==> config.mk <==
export PLATFORM = sky130hd
export DESIGN_NAME = imm_gen_pipe
export DESIGN_NICKNAME = d
export VERILOG_FILES = /design/src/rtl/imm_gen_pipe_pkg.sv /design/src/rtl/imm_decode.sv /design/src/rtl/imm_gen_pipe.sv
export SDC_FILE = /design/constraint.sdc
export NUM_CORES = 1
export LEC_CHECK = 0
export BUFFER_PORTS_ARGS = -buffer_cell sky130_fd_sc_hd__buf_2
export CAP_MARGIN = 20
export CORE_MARGIN = 10
export CORE_UTILIZATION = 45
export CTS_CLUSTER_DIAMETER = 100
export CTS_CLUSTER_SIZE = 10
export DETAILED_ROUTE_END_ITERATION = 7
export MAX_ROUTING_LAYER = met4
export PLACE_DENSITY_LB_ADDON = 0.1
export SLEW_MARGIN = 20
export SYNTH_ARGS = -nofsm -noshare
export SYNTH_HDL_FRONTEND = slang
export SYNTH_SLANG_ARGS = --single-unit
==> constraint.sdc <==
create_clock -name clk_i -period 1.55 [get_ports clk_i]
set_input_delay 0.31 -clock clk_i [delete_from_list [all_inputs] [get_ports clk_i]]
set_output_delay 0.31 -clock clk_i [all_outputs]
set_load 0.01 [all_outputs]
==> src/rtl/imm_gen_pipe_pkg.sv <==
// Shared RV32I/RV64I opcode constants and immediate-type encodings used by the
// immediate generator and the ALU operand-mux decoder.
package imm_gen_pipe_pkg;

  localparam logic [6:0] OPC_LOAD    = 7'b0000011;
  localparam logic [6:0] OPC_OPIMM   = 7'b0010011;
  localparam logic [6:0] OPC_OPIMM32 = 7'b0011011;
  localparam logic [6:0] OPC_JALR    = 7'b1100111;
  localparam logic [6:0] OPC_STORE   = 7'b0100011;
  localparam logic [6:0] OPC_BRANCH  = 7'b1100011;
  localparam logic [6:0] OPC_LUI     = 7'b0110111;
  localparam logic [6:0] OPC_AUIPC   = 7'b0010111;
  localparam logic [6:0] OPC_JAL     = 7'b1101111;

  typedef enum logic [2:0] {
    IMM_NONE = 3'd0,
    IMM_I    = 3'd1,
    IMM_S    = 3'd2,
    IMM_B    = 3'd3,
    IMM_U    = 3'd4,
    IMM_J    = 3'd5
  } imm_type_e;

endpackage

==> src/rtl/imm_decode.sv <==
// Combinational immediate decoder: extracts the I/S/B/U/J immediate from an
// instruction word and sign-extends it (from instr[31]) to XLEN bits.
module imm_decode
  import imm_gen_pipe_pkg::*;
#(
  parameter int XLEN = 32
) (
  input  logic [31:0]     instr,
  output logic [XLEN-1:0] imm,
  output imm_type_e       imm_type
);

  logic [31:0] imm32;

  always_comb begin
    // NOTE: defaults first so every path assigns both outputs and no latch is inferred.
    imm32    = '0;
    imm_type = IMM_NONE;
    case (instr[6:0])
      OPC_LOAD, OPC_OPIMM, OPC_JALR: begin
        imm32    = {{20{instr[31]}}, instr[31:20]};
        imm_type = IMM_I;
      end
      OPC_OPIMM32: begin
        // Word-immediate ops only exist on RV64; on RV32 the opcode is unknown.
        if (XLEN == 64) begin
          imm32    = {{20{instr[31]}}, instr[31:20]};
          imm_type = IMM_I;
        end
      end
      OPC_STORE: begin
        imm32    = {{20{instr[31]}}, instr[31:25], instr[11:7]};
        imm_type = IMM_S;
      end
      OPC_BRANCH: begin
        imm32    = {{19{instr[31]}}, instr[31], instr[7], instr[30:25], instr[11:8], 1'b0};
        imm_type = IMM_B;
      end
      OPC_LUI, OPC_AUIPC: begin
        imm32    = {instr[31:12], 12'b0};
        imm_type = IMM_U;
      end
      OPC_JAL: begin
        imm32    = {{11{instr[31]}}, instr[31], instr[19:12], instr[20], instr[30:21], 1'b0};
        imm_type = IMM_J;
      end
      default: ;
    endcase
  end

  // Bit 31 of every 32-bit form is instr[31], so a signed widen finishes the job.
  assign imm = XLEN'($signed(imm32));

endmodule

==> src/rtl/imm_gen_pipe.sv <==
// Pipelined immediate generator: decode, then PIPE_STAGES valid/ready register
// stages carrying {imm, type, tag}, with back-pressure and flush.
module imm_gen_pipe
  import imm_gen_pipe_pkg::*;
#(
  parameter int XLEN        = 32,
  parameter int PIPE_STAGES = 1,
  parameter int TAG_W       = 32
) (
  input  logic             clk_i,
  input  logic             rst_ni,
  input  logic             flush_i,
  input  logic             in_valid_i,
  output logic             in_ready_o,
  input  logic [31:0]      instr_i,
  input  logic [TAG_W-1:0] tag_i,
  output logic             out_valid_o,
  input  logic             out_ready_i,
  output logic [XLEN-1:0]  imm_o,
  output logic [2:0]       imm_type_o,
  output logic [TAG_W-1:0] tag_o
);

  if (XLEN != 32 && XLEN != 64) begin : g_bad_xlen
    $error("imm_gen_pipe: XLEN must be 32 or 64");
  end
  if (PIPE_STAGES != 1 && PIPE_STAGES != 2) begin : g_bad_stages
    $error("imm_gen_pipe: PIPE_STAGES must be 1 or 2");
  end

  logic [XLEN-1:0] dec_imm;
  imm_type_e       dec_type;

  imm_decode #(.XLEN(XLEN)) u_decode (
    .instr    (instr_i),
    .imm      (dec_imm),
    .imm_type (dec_type)
  );

  logic [PIPE_STAGES-1:0] valid_vec;
  logic [PIPE_STAGES-1:0] en;

  // Stage k may load when it, or any stage downstream of it, has room or the
  // consumer is taking the output this cycle.
  always_comb begin : p_enable
    logic go;
    go = out_ready_i;
    en = '0;
    for (int k = PIPE_STAGES - 1; k >= 0; k--) begin
      go    = go || !valid_vec[k];
      en[k] = go;
    end
  end

  assign in_ready_o = en[0];

  for (genvar k = 0; k < PIPE_STAGES; k++) begin : g_stage
    logic             valid_q;
    logic [XLEN-1:0]  imm_q;
    imm_type_e        type_q;
    logic [TAG_W-1:0] tag_q;

    logic             valid_d;
    logic [XLEN-1:0]  imm_d;
    imm_type_e        type_d;
    logic [TAG_W-1:0] tag_d;

    if (k == 0) begin : g_head
      assign valid_d = in_valid_i;
      assign imm_d   = dec_imm;
      assign type_d  = dec_type;
      assign tag_d   = tag_i;
    end else begin : g_body
      assign valid_d = g_stage[k-1].valid_q;
      assign imm_d   = g_stage[k-1].imm_q;
      assign type_d  = g_stage[k-1].type_q;
      assign tag_d   = g_stage[k-1].tag_q;
    end

    // NOTE: state registers use non-blocking assignments so every stage samples
    // its upstream neighbour's pre-edge value.
    always_ff @(posedge clk_i) begin
      if (!rst_ni) begin
        valid_q <= 1'b0;
        // NOTE: payload is reset too because the outputs must read zero after reset.
        imm_q   <= '0;
        type_q  <= IMM_NONE;
        tag_q   <= '0;
      end else begin
        if (flush_i) begin
          valid_q <= 1'b0;
        end else if (en[k]) begin
          valid_q <= valid_d;
        end
        // Payload only moves with a real entry; bubbles and pops leave it alone.
        if (en[k] && valid_d) begin
          imm_q  <= imm_d;
          type_q <= type_d;
          tag_q  <= tag_d;
        end
      end
    end

    assign valid_vec[k] = valid_q;
  end

  assign out_valid_o = g_stage[PIPE_STAGES-1].valid_q;
  assign imm_o       = g_stage[PIPE_STAGES-1].imm_q;
  assign imm_type_o  = g_stage[PIPE_STAGES-1].type_q;
  assign tag_o       = g_stage[PIPE_STAGES-1].tag_q;

endmodule
==> results_dict.tcl, run 1 <==
set metrics [dict create \
    status "completed" \
    critPathMaxStageDelay_ns 0.32 \
    period_needed_ns 1.43 \
    layout.nets 551 \
    preCtsSetupSlack_ns 0.0115 \
    slew_headroom 0.744 \
    yosysUniqueCellTypes 39 \
    end_kind "primary output" \
    gp_congestion 0.902 \
    drt-initial-drc-count 115 \
    syn_area_um2 2780 \
    portBuffers 137 \
    powerDensity_nw_per_um2 961 \
    clk_latency_ns 0.34 \
    cp-start-kind "flop" \
    grt_start_max_net_pins 31 \
    reg2reg_depth 5 \
    ys_seq_area_frac 0.490 \
    start_util 0.466 \
    endpoint "in_ready_o" \
    crit_family "flip-flops" \
    worstSetupPathType "reg2out" \
    seqPwrFrac 0.492 \
    cts_buffer_depth 2 \
    synth_adder_area_share 0 \
    clock-sinks 68 \
    synth.top_cell.area_share 0.490 \
    wl_per_cell_um 15.4 \
    worstSetupStartpoint "out_valid_o" \
    die_w_um 98.6 \
    final_hold_viol_count 0 \
    synth_area_leaders "dfxtp_1 49%, nand2_1 12%, a21oi_1 9.0%" \
    r2r_end "tag_o[4]" \
    clkTransAtPathRegs_ns 0.07 \
    synth_area_per_cell_um2 8.19 \
    cts_tree "done" \
    synth_cells 339 \
    synth_mux_area_frac 0.00406 \
    postCtsHoldBufs 0 \
    fmax_mhz 700 \
    synth_xor_area_frac 0 \
    ios 138 \
    numCtsBuffers 9 \
    synth_edf_count 0 \
    r2r_setup_slack_ns 0.17 \
    syn_nets 408 \
    min_period_over_period 0.921 \
    skew_ns 0.00533 \
    die_h_um 98.6 \
    tightest_slew_ns 0.383 \
    p_comb_frac 0.125 \
    area_growth_pct 39.5 \
    rsz0062_at_grt "false" \
    yosys.area_share.simple 0.241 \
    final_layout_size_suffix_gt1_frac 0.378 \
    cp_num_cells 3 \
    vdd_drop_max_uv 802 \
    antenna_cells 0 \
    vias_per_cell 5.17 \
    drt_pre_antenna_iters 5 \
    ys_warn_count 0 \
    fin_area_um2 3870 \
    num_vias 2907 \
    dp_hpwl_um 6500 \
    crit_buf_inv 2 \
    antenna_found_initial 0 \
    power_frac_clock 0.383 \
    worst_hold_path_type "in2reg" \
    arrival_ns 1.12 \
    core_region_area_um2 5960 \
    row_count 28 \
    grt_pass1_wl_um 13900 \
    critPathRequiredTime_ns 1.24 \
    async_flop_share 0 \
    finalWorstSetupSlack_ns 0.122 \
    drtAntennaViolNets 0 \
    intPower_mw 2.76 \
    drv_cap 0 \
    wirelength_um 8650 \
    rr_startpoint "out_valid_o" \
    synth-seq-cells 68 \
    postPlaceCellArea_um2 3680 \
    grt_use_total 0.174 \
    yosys.area.top_type "dfxtp_1" \
    nFillCells 587 \
    netlist_top_cells_count "91 x nand2_1, 68 x dfxtp_1, 50 x a21oi_1" \
    route.detailed.drc 0 \
    p_sw_mw 0.965 \
    synth_top_family_by_area "simple AND/OR/NAND/NOR gates" \
    grt_overflow 0 \
    die_area_um2 9710 \
    cts_setup_buffers 0 \
    synth_compound_area_frac 0.216 \
    yosysMostFrequentCell "nand2_1" \
    htreeDepth 3 \
    switching_share 0.259 \
    path_cells "nand2b_1, buf_4, buf_2" \
    cpMaxStageDelayCell "dfxtp_1" \
    finalSetupViolCount 0 \
    p_leak_nw 1.77 \
    ctsResizeCount 0 \
    dominantRegCellSynth "dfxtp_1" \
    timing.setup.tns_ns 0 \
    final_max_slew_viol_count 0 \
    cts_root_buffer "clkbuf_8" \
    grt_pass1_vias 2890 \
    cp_max_fo 5 \
]
[metal layers]
layer / share of wire / vias to the layer above / GRT usage
met5: 0 / - / -
met4: 0.010 / 0 / 0.0386
met3: 0.088 / 8 / 0.0670
met2: 0.46 / 117 / 0.267
met1: 0.44 / 1319 / 0.213
li1: - / 1463 / -
[power groups by stage]
stage | Sequential, mW | Combinational [mW] | Clock (mW)
after global placement | 1.87 | 0.462 | 0
after floorplan | 1.90 | 0.184 | 0
after global routing | 1.84 | 0.514 | 1.53
final | 1.83 | 0.465 | 1.42
after detailed placement | 1.87 | 0.468 | 0
after CTS | 1.83 | 0.470 | 1.45
[cell usage in the layout (no fill, tap or decap), drive strengths merged, types with 2 or more instances in the layout]
| cell type | instances |
|---|---|
| o31ai | 2 |
| nor3b | 2 |
| a21oi | 50 |
| buf | 159 |
| inv | 4 |
| clkinv | 4 |
| a31oi | 15 |
| dfxtp | 68 |
| o211ai | 10 |
| nand3 | 26 |
| nor2 | 5 |
| and2 | 9 |
| o21ai | 3 |
| o31a | 8 |
| clkbuf | 10 |
| nand3b | 2 |
| nand2 | 91 |
[registers in the layout (all words and copies together) (netlist names)]
name         flops
imm_o           32
imm_type_o       3
tag_o           32
out_valid_o      1
[cell type report]
| type | instances | area (um2) | area share |
|---|---|---|---|
| Inverter | 4 | 15.0 | 0.00388 |
| Timing Repair Buffer | 159 | 926 | 0.239 |
| Sequential cell | 68 | 1360 | 0.352 |
| Multi-Input combinational cell | 240 | 1280 | 0.332 |
| Tap cell | 75 | 93.8 | 0.0242 |
| Clock inverter | 6 | 65.1 | 0.0168 |
| Clock buffer | 10 | 128 | 0.0330 |
[stage by stage]
stage	power [mW]	cells	utilization	hold slack, ns
after CTS	3.75	562	0.650	0.120
final	3.72	562	0.650	0.122
after floorplan	2.09	339	-	0.383
after global routing	3.88	562	0.650	0.118
after global placement	2.33	546	0.618	0.438
after detailed placement	2.34	546	0.618	0.443
[kinds of logic (layout without fill, tap and decap cells)]
logic type	Yosys count	count (layout)
mux	1	1
buf+inv	31	179
compound gates	96	96
simple gates	143	143
flops	68	68
[worst min-delay path by stage]
stage | end | depth (start not counted) | slack [ns] | start
after floorplan | out_valid_o | 1 | 0.38 | flush_i
after global placement | tag_o[0] | 2 | 0.44 | tag_o[0]
after detailed placement | tag_o[27] | 2 | 0.44 | tag_o[27]
after CTS | out_valid_o | 2 | 0.12 | flush_i
after global routing | out_valid_o | 2 | 0.12 | flush_i
final | out_valid_o | 2 | 0.12 | flush_i
Note: power is estimated with default switching activity, not from simulation.
==> run 2, diff against run 1 <==
--- a/config.mk
+++ b/config.mk
@@ -8,7 +8,7 @@
 export BUFFER_PORTS_ARGS = -buffer_cell sky130_fd_sc_hd__buf_2
 export CAP_MARGIN = 20
 export CORE_MARGIN = 10
-export CORE_UTILIZATION = 45
+export CORE_UTILIZATION = 41
 export CTS_CLUSTER_DIAMETER = 100
 export CTS_CLUSTER_SIZE = 10
 export DETAILED_ROUTE_END_ITERATION = 7
==> constraint.sdc (replaced) <==
create_clock -name clk_i -period 1.2 [get_ports clk_i]
set_input_delay 0.24 -clock clk_i [delete_from_list [all_inputs] [get_ports clk_i]]
set_output_delay 0.24 -clock clk_i [all_outputs]
set_load 0.01 [all_outputs]
==> run 2 against run 1 <==
Net effect: first-iteration DRC count is the same; clock-buffer cell count increased by 2; register-to-register slack worse by 0.19 ns; utilization decreased by 2.3 points; sequential share of layout area down 1.5 points; worst setup slack lost 0.16 ns; the flow now finishes with violations (setup timing); die area rose by 7.7%; combinational power increased by 37%; highest routed layer unchanged; non-clock buffer count is 9 higher; clock power is 58% higher.
==> results_dict.tcl, run 2 (synthesis results as in run 1) <==
set metrics [dict create \
    postPlaceCellArea_um2 3760 \
    final-seq-area_um2 1360 \
    final_cells 573 \
    multi_input_area_um2 1330 \
    power_mw 5.24 \
    clkTransAtPathRegs_ns 0.08 \
    slew_headroom 0.776 \
    fin_area_um2 4050 \
    utilization 0.627 \
    seqPwrFrac 0.451 \
    postCtsHoldBufs 0 \
    grt_pass1_vias 2913 \
    die_area_um2 10500 \
    ios 138 \
    gp_congestion 0.900 \
    failed_checks "setup timing" \
    worst_hold_path_type "in2reg" \
    intPower_mw 3.98 \
    numCtsBuffers 9 \
    finalWorstSetupSlack_ns -0.0396 \
    wl_per_cell_um 15.8 \
    vias_per_cell 5.12 \
    cp_max_fo 4 \
    power_frac_clock 0.427 \
    clock-sinks 68 \
    htreeDepth 3 \
    end_kind "primary output" \
    grt_start_max_net_pins 33 \
    p_sw_mw 1.26 \
    worstSetupPathType "reg2out" \
    drv_cap 0 \
    switching_share 0.241 \
    die_w_um 102 \
    min_period_over_period 1.03 \
    cp_num_cells 3 \
    row_count 29 \
    num_vias 2936 \
    dp_hpwl_um 6910 \
    path_cells "nand2b_4, buf_6, buf_6" \
    status "complete, but fails checks" \
    fmax_mhz 807 \
    cts_buffer_depth 2 \
    grt_overflow 0 \
    crit_top_cell "buf_6" \
    cpMaxStageDelayCell "dfxtp_2" \
    layout.nets 560 \
    antenna_found_initial 0 \
    p_leak_nw 1.87 \
    cp-start-kind "flop" \
    nFillCells 633 \
    antenna_cells 0 \
    final_common_cell "buf_2" \
    final_layout_size_suffix_gt1_frac 0.399 \
    area_growth_pct 45.9 \
    holdPathStages 2 \
    start_util 0.430 \
    cts_root_buffer "clkbuf_8" \
    grt_use_total 0.175 \
    period_needed_ns 1.24 \
    tightest_slew_ns 0.335 \
    crit_family "flip-flops" \
    cts_tree "done" \
    drtAntennaViolNets 0 \
    reg2reg_depth 4 \
    route.detailed.drc 0 \
    vdd_drop_max_uv 909 \
    portBuffers 137 \
    layout_common_cells "136 x buf_2, 90 x nand2_1, 67 x dfxtp_1, 50 x a21oi_1, 25 x nand3_1" \
    crit_buf_inv 2 \
    powerDensity_nw_per_um2 1290 \
    core_region_area_um2 6460 \
    drt-initial-drc-count 115 \
    arrival_ns 1.00 \
    skew_ns 0.0101 \
    numPlacedInstances 556 \
    grt_pass1_wl_um 14200 \
    rsz0062_at_grt "true" \
    critPathMaxStageDelay_ns 0.35 \
    critPathRequiredTime_ns 0.96 \
    final_max_slew_viol_count 0 \
    drt_pre_antenna_iters 4 \
    clk_latency_ns 0.34 \
    p_comb_frac 0.122 \
    wirelength_um 9060 \
    die_h_um 102 \
    finalSetupViolCount 8 \
    final_hold_viol_count 0 \
]
[run 2: changes by cell type in the layout (fill, tap and decap cells not counted), sizes merged]
cell / previous run / this run
buf: 159 / 168
bufinv: 1 / 2
clkinvlp: 1 / 0
clkbuf: 10 / 12
clkinv: 4 / 0
inv: 4 / 6
[run 2: worst paths after layout]
kind	start	to	slack [ns]
worst max-delay path	out_valid_o	in_ready_o	-0.04
worst min-delay path	flush_i	out_valid_o	0.03
worst max register to register	out_valid_o	imm_o[18]	-0.02
worst min register to register	tag_o[12]	tag_o[12]	0.45
[run 2: layout make-up]
type / instances / area share
multi-input cells: 240 / 0.327
clock inverters: 4 / 0.0191
repair buffers: 168 / 0.249
inverters: 4 / 0.00371
flip-flops and latches: 68 / 0.336
clock buffers: 12 / 0.0408
well taps: 77 / 0.0238
[run 2: power by group through the flow]
stage	sequential [mW]	combinational (mW)	clock [mW]
after global routing	2.37	0.703	2.40
after CTS	2.37	0.638	2.30
final	2.37	0.637	2.24
after floorplan	2.46	0.249	0
after detailed placement	2.42	0.624	0
after global placement	2.42	0.618	0
[run 2: through the flow]
step / setup WS (ns) / setup TNS, ns / hold WS [ns]
finish: -0.0396 / -0.103 / 0.0341
global route: -0.0927 / -1.93 / 0.0178
global placement: -0.226 / -8.61 / 0.390
floorplan: -0.0229 / -0.0324 / 0.305
detailed placement: -0.252 / -9.86 / 0.394
CTS: -0.0592 / -0.178 / 0.0176
[run 2: routing by layer]
| metal | share of wire | vias up | global-route usage |
|---|---|---|---|
| li1 | - | 1486 | - |
| met1 | 0.42 | 1324 | 0.204 |
| met2 | 0.49 | 120 | 0.280 |
| met3 | 0.087 | 6 | 0.0567 |
| met4 | 0.0076 | 0 | 0.0575 |
| met5 | 0 | - | - |
[run 2: timing repair]
item / 4_1_cts / 5_1_grt
endpoints found under the setup margin: 39 / 59
pin swaps: 0 / 2
resized for setup: 7 / 5
setup buffers: 1 / 0
==> run 3, diff against run 2 <==
--- a/config.mk
+++ b/config.mk
@@ -8,7 +8,7 @@
 export BUFFER_PORTS_ARGS = -buffer_cell sky130_fd_sc_hd__buf_2
 export CAP_MARGIN = 20
 export CORE_MARGIN = 10
-export CORE_UTILIZATION = 41
+export CORE_UTILIZATION = 43
 export CTS_CLUSTER_DIAMETER = 100
 export CTS_CLUSTER_SIZE = 10
 export DETAILED_ROUTE_END_ITERATION = 7
@@ -17,4 +17,5 @@
 export SLEW_MARGIN = 20
 export SYNTH_ARGS = -nofsm -noshare
 export SYNTH_HDL_FRONTEND = slang
+export SYNTH_HIERARCHICAL = 1
 export SYNTH_SLANG_ARGS = --single-unit
==> run 3 against run 2 <==
Net effect: the flow now finishes without violations; routed wire length up 1.2%; area after synthesis increased by 16%; via count is 2.2% higher; register-to-register slack better by 0.11 ns; synthesized cell count increased by 11%; largest power group unchanged.
==> results_dict.tcl, run 3 <==
set metrics [dict create \
    path_cells "buf_8, or4_4, a21oi_4, a22o_2, nand2_1, mux2i_1" \
    r2r_setup_slack_ns 0.09 \
    critPathRequiredTime_ns 1.46 \
    route.detailed.drc 0 \
    period_needed_ns 1.16 \
    powerDensity_nw_per_um2 1180 \
    final_hold_viol_count 0 \
    synth_area_per_cell_um2 8.56 \
    arrival_ns 1.42 \
    ios 138 \
    grt_pass1_vias 3088 \
    grt_overflow 0 \
    rsz0062_at_grt "true" \
    die_h_um 107 \
    clock-sinks 68 \
    cts_tree "done" \
    wirelength_um 9170 \
    synth-seq-cells 68 \
    slew_headroom 0.606 \
    syn_nets 445 \
    nFillCells 690 \
    async_flop_share 0 \
    area_growth_pct 37.2 \
    yosys.area.top_type "dfxtp_1" \
    drt-initial-drc-count 108 \
    final_common_cell "nand2_1" \
    wl_per_cell_um 14.7 \
    netlist_top_cells_count "138 x nand2_1, 68 x dfxtp_1, 67 x mux2i_1" \
    row_count 31 \
    rr_startpoint "out_valid_o" \
    skew_ns 0.00290 \
    worstSetupPathType "in2reg" \
    ys_warn_count 6 \
    layout_common_cells "138 x nand2_1, 133 x buf_2, 67 x mux2i_1, 67 x dfxtp_1, 21 x buf_4" \
    status "completed" \
    grt_start_max_net_pins 40 \
    dominantRegCellSynth "dfxtp_1" \
    core_region_area_um2 7250 \
    drv_cap 0 \
    synth_edf_count 0 \
    vdd_drop_max_uv 649 \
    synth_cells 376 \
    syn_area_um2 3220 \
    antenna_found_initial 0 \
    tightest_slew_ns 0.589 \
    utilization 0.609 \
    final_max_slew_viol_count 0 \
    synth.top_cell.area_share 0.423 \
    htreeDepth 3 \
    dp_hpwl_um 7040 \
    worstSetupStartpoint "instr_i[5]" \
    yosysMostFrequentCell "nand2_1" \
    gp_congestion 0.806 \
    antenna_cells 0 \
    cpMaxStageDelayCell "or4_4" \
    p_leak_nw 2.27 \
    yosysUniqueCellTypes 37 \
    clk_latency_ns 0.33 \
    final_layout_size_suffix_gt1_frac 0.359 \
    postCtsHoldBufs 0 \
    fmax_mhz 864 \
    timing.setup.tns_ns 0 \
    finalSetupViolCount 0 \
    grt_use_total 0.163 \
    numCtsBuffers 9 \
    drtAntennaViolNets 0 \
    synth_area_leaders "dfxtp_1 42%, mux2i_1 21%, nand2_1 16%" \
    cp-start-kind "primary input" \
    die_area_um2 11300 \
    drt_pre_antenna_iters 4 \
    clkTransAtPathRegs_ns 0.07 \
    min_period_over_period 0.965 \
    num_vias 3000 \
    cts_root_buffer "clkbuf_8" \
    cts_buffer_depth 2 \
    layout.nets 590 \
    power_mw 5.22 \
    cp_max_fo 4 \
    end_kind "flop" \
    start_util 0.444 \
    grt_pass1_wl_um 14900 \
    ys_seq_area_frac 0.423 \
    critPathMaxStageDelay_ns 0.54 \
    die_w_um 107 \
    worst_hold_path_type "in2reg" \
    portBuffers 137 \
    min_from "flush_i" \
    vias_per_cell 4.80 \
]
[run 3: repair_timing]
action,in CTS,in global routing
gates resized for setup,1,9
hold endpoints to repair,0,0
setup buffers,0,2
pin swaps,0,4
setup endpoints to repair,1,6
[run 3: critical path, delay by kind of cell]
family                 cells  cell delay, ns
AND/OR/NAND/NOR            2            0.58
multiplexers               1            0.13
buffers and inverters      1            0.10
AO/OA/AOI/OAI              2            0.37
[run 3: power by group]
group | internal [mW] | switching, mW | total [mW]
combinational | 0.364 | 0.394 | 0.758
sequential | 2.34 | 0.0402 | 2.38
clock | 1.23 | 0.858 | 2.08
[run 3: final cells by class]
class	instances	area, um2	share of cell area
clock buffers	12	145	0.0329
clock inverters	4	72.6	0.0164
inverters	13	48.8	0.0110
multi-input cells	265	1650	0.375
flip-flops and latches	68	1360	0.308
well taps	99	124	0.0280
repair buffers	164	1010	0.229
[run 3: logic make-up (layout without fill, tap and decap cells)]
group | after synthesis | in the layout | share of synthesized area
flops | 68 | 68 | 0.423
compound gates | 36 | 36 | 0.0887
simple gates | 162 | 162 | 0.213
mux | 67 | 67 | 0.208
buf+inv | 43 | 193 | 0.0669
[run 3: path summary, 6_finish.rpt]
path | end | cells after the start
min | out_valid_o | 3
min reg2reg | tag_o[26] | 2
max reg2reg | imm_o[19] | 4
max | imm_o[4] | 6
[run 3: metal layers]
metal / routed length, um / GRT usage / vias to the layer above / share of wire
met4: 105 / 0.0648 / 0 / 0.011
met1: 4070 / 0.191 / 1352 / 0.44
li1: - / - / 1537 / -
met5: 0 / - / - / 0
met2: 4230 / 0.246 / 104 / 0.46
met3: 765 / 0.0628 / 7 / 0.083
[run 3: through the flow]
step / area, um2 / std cells / setup WS, ns / hold WS, ns
5_1_grt: 4420 / 625 / -0.0123 / 0.139
3_3_place_gp: 4160 / 607 / -0.313 / 0.439
4_1_cts: 4380 / 623 / 0.0292 / 0.131
3_5_place_dp: 4160 / 607 / -0.349 / 0.444
2_1_floorplan: 3240 / 376 / -0.0966 / 0.358
6_report: 4420 / 625 / 0.0420 / 0.140
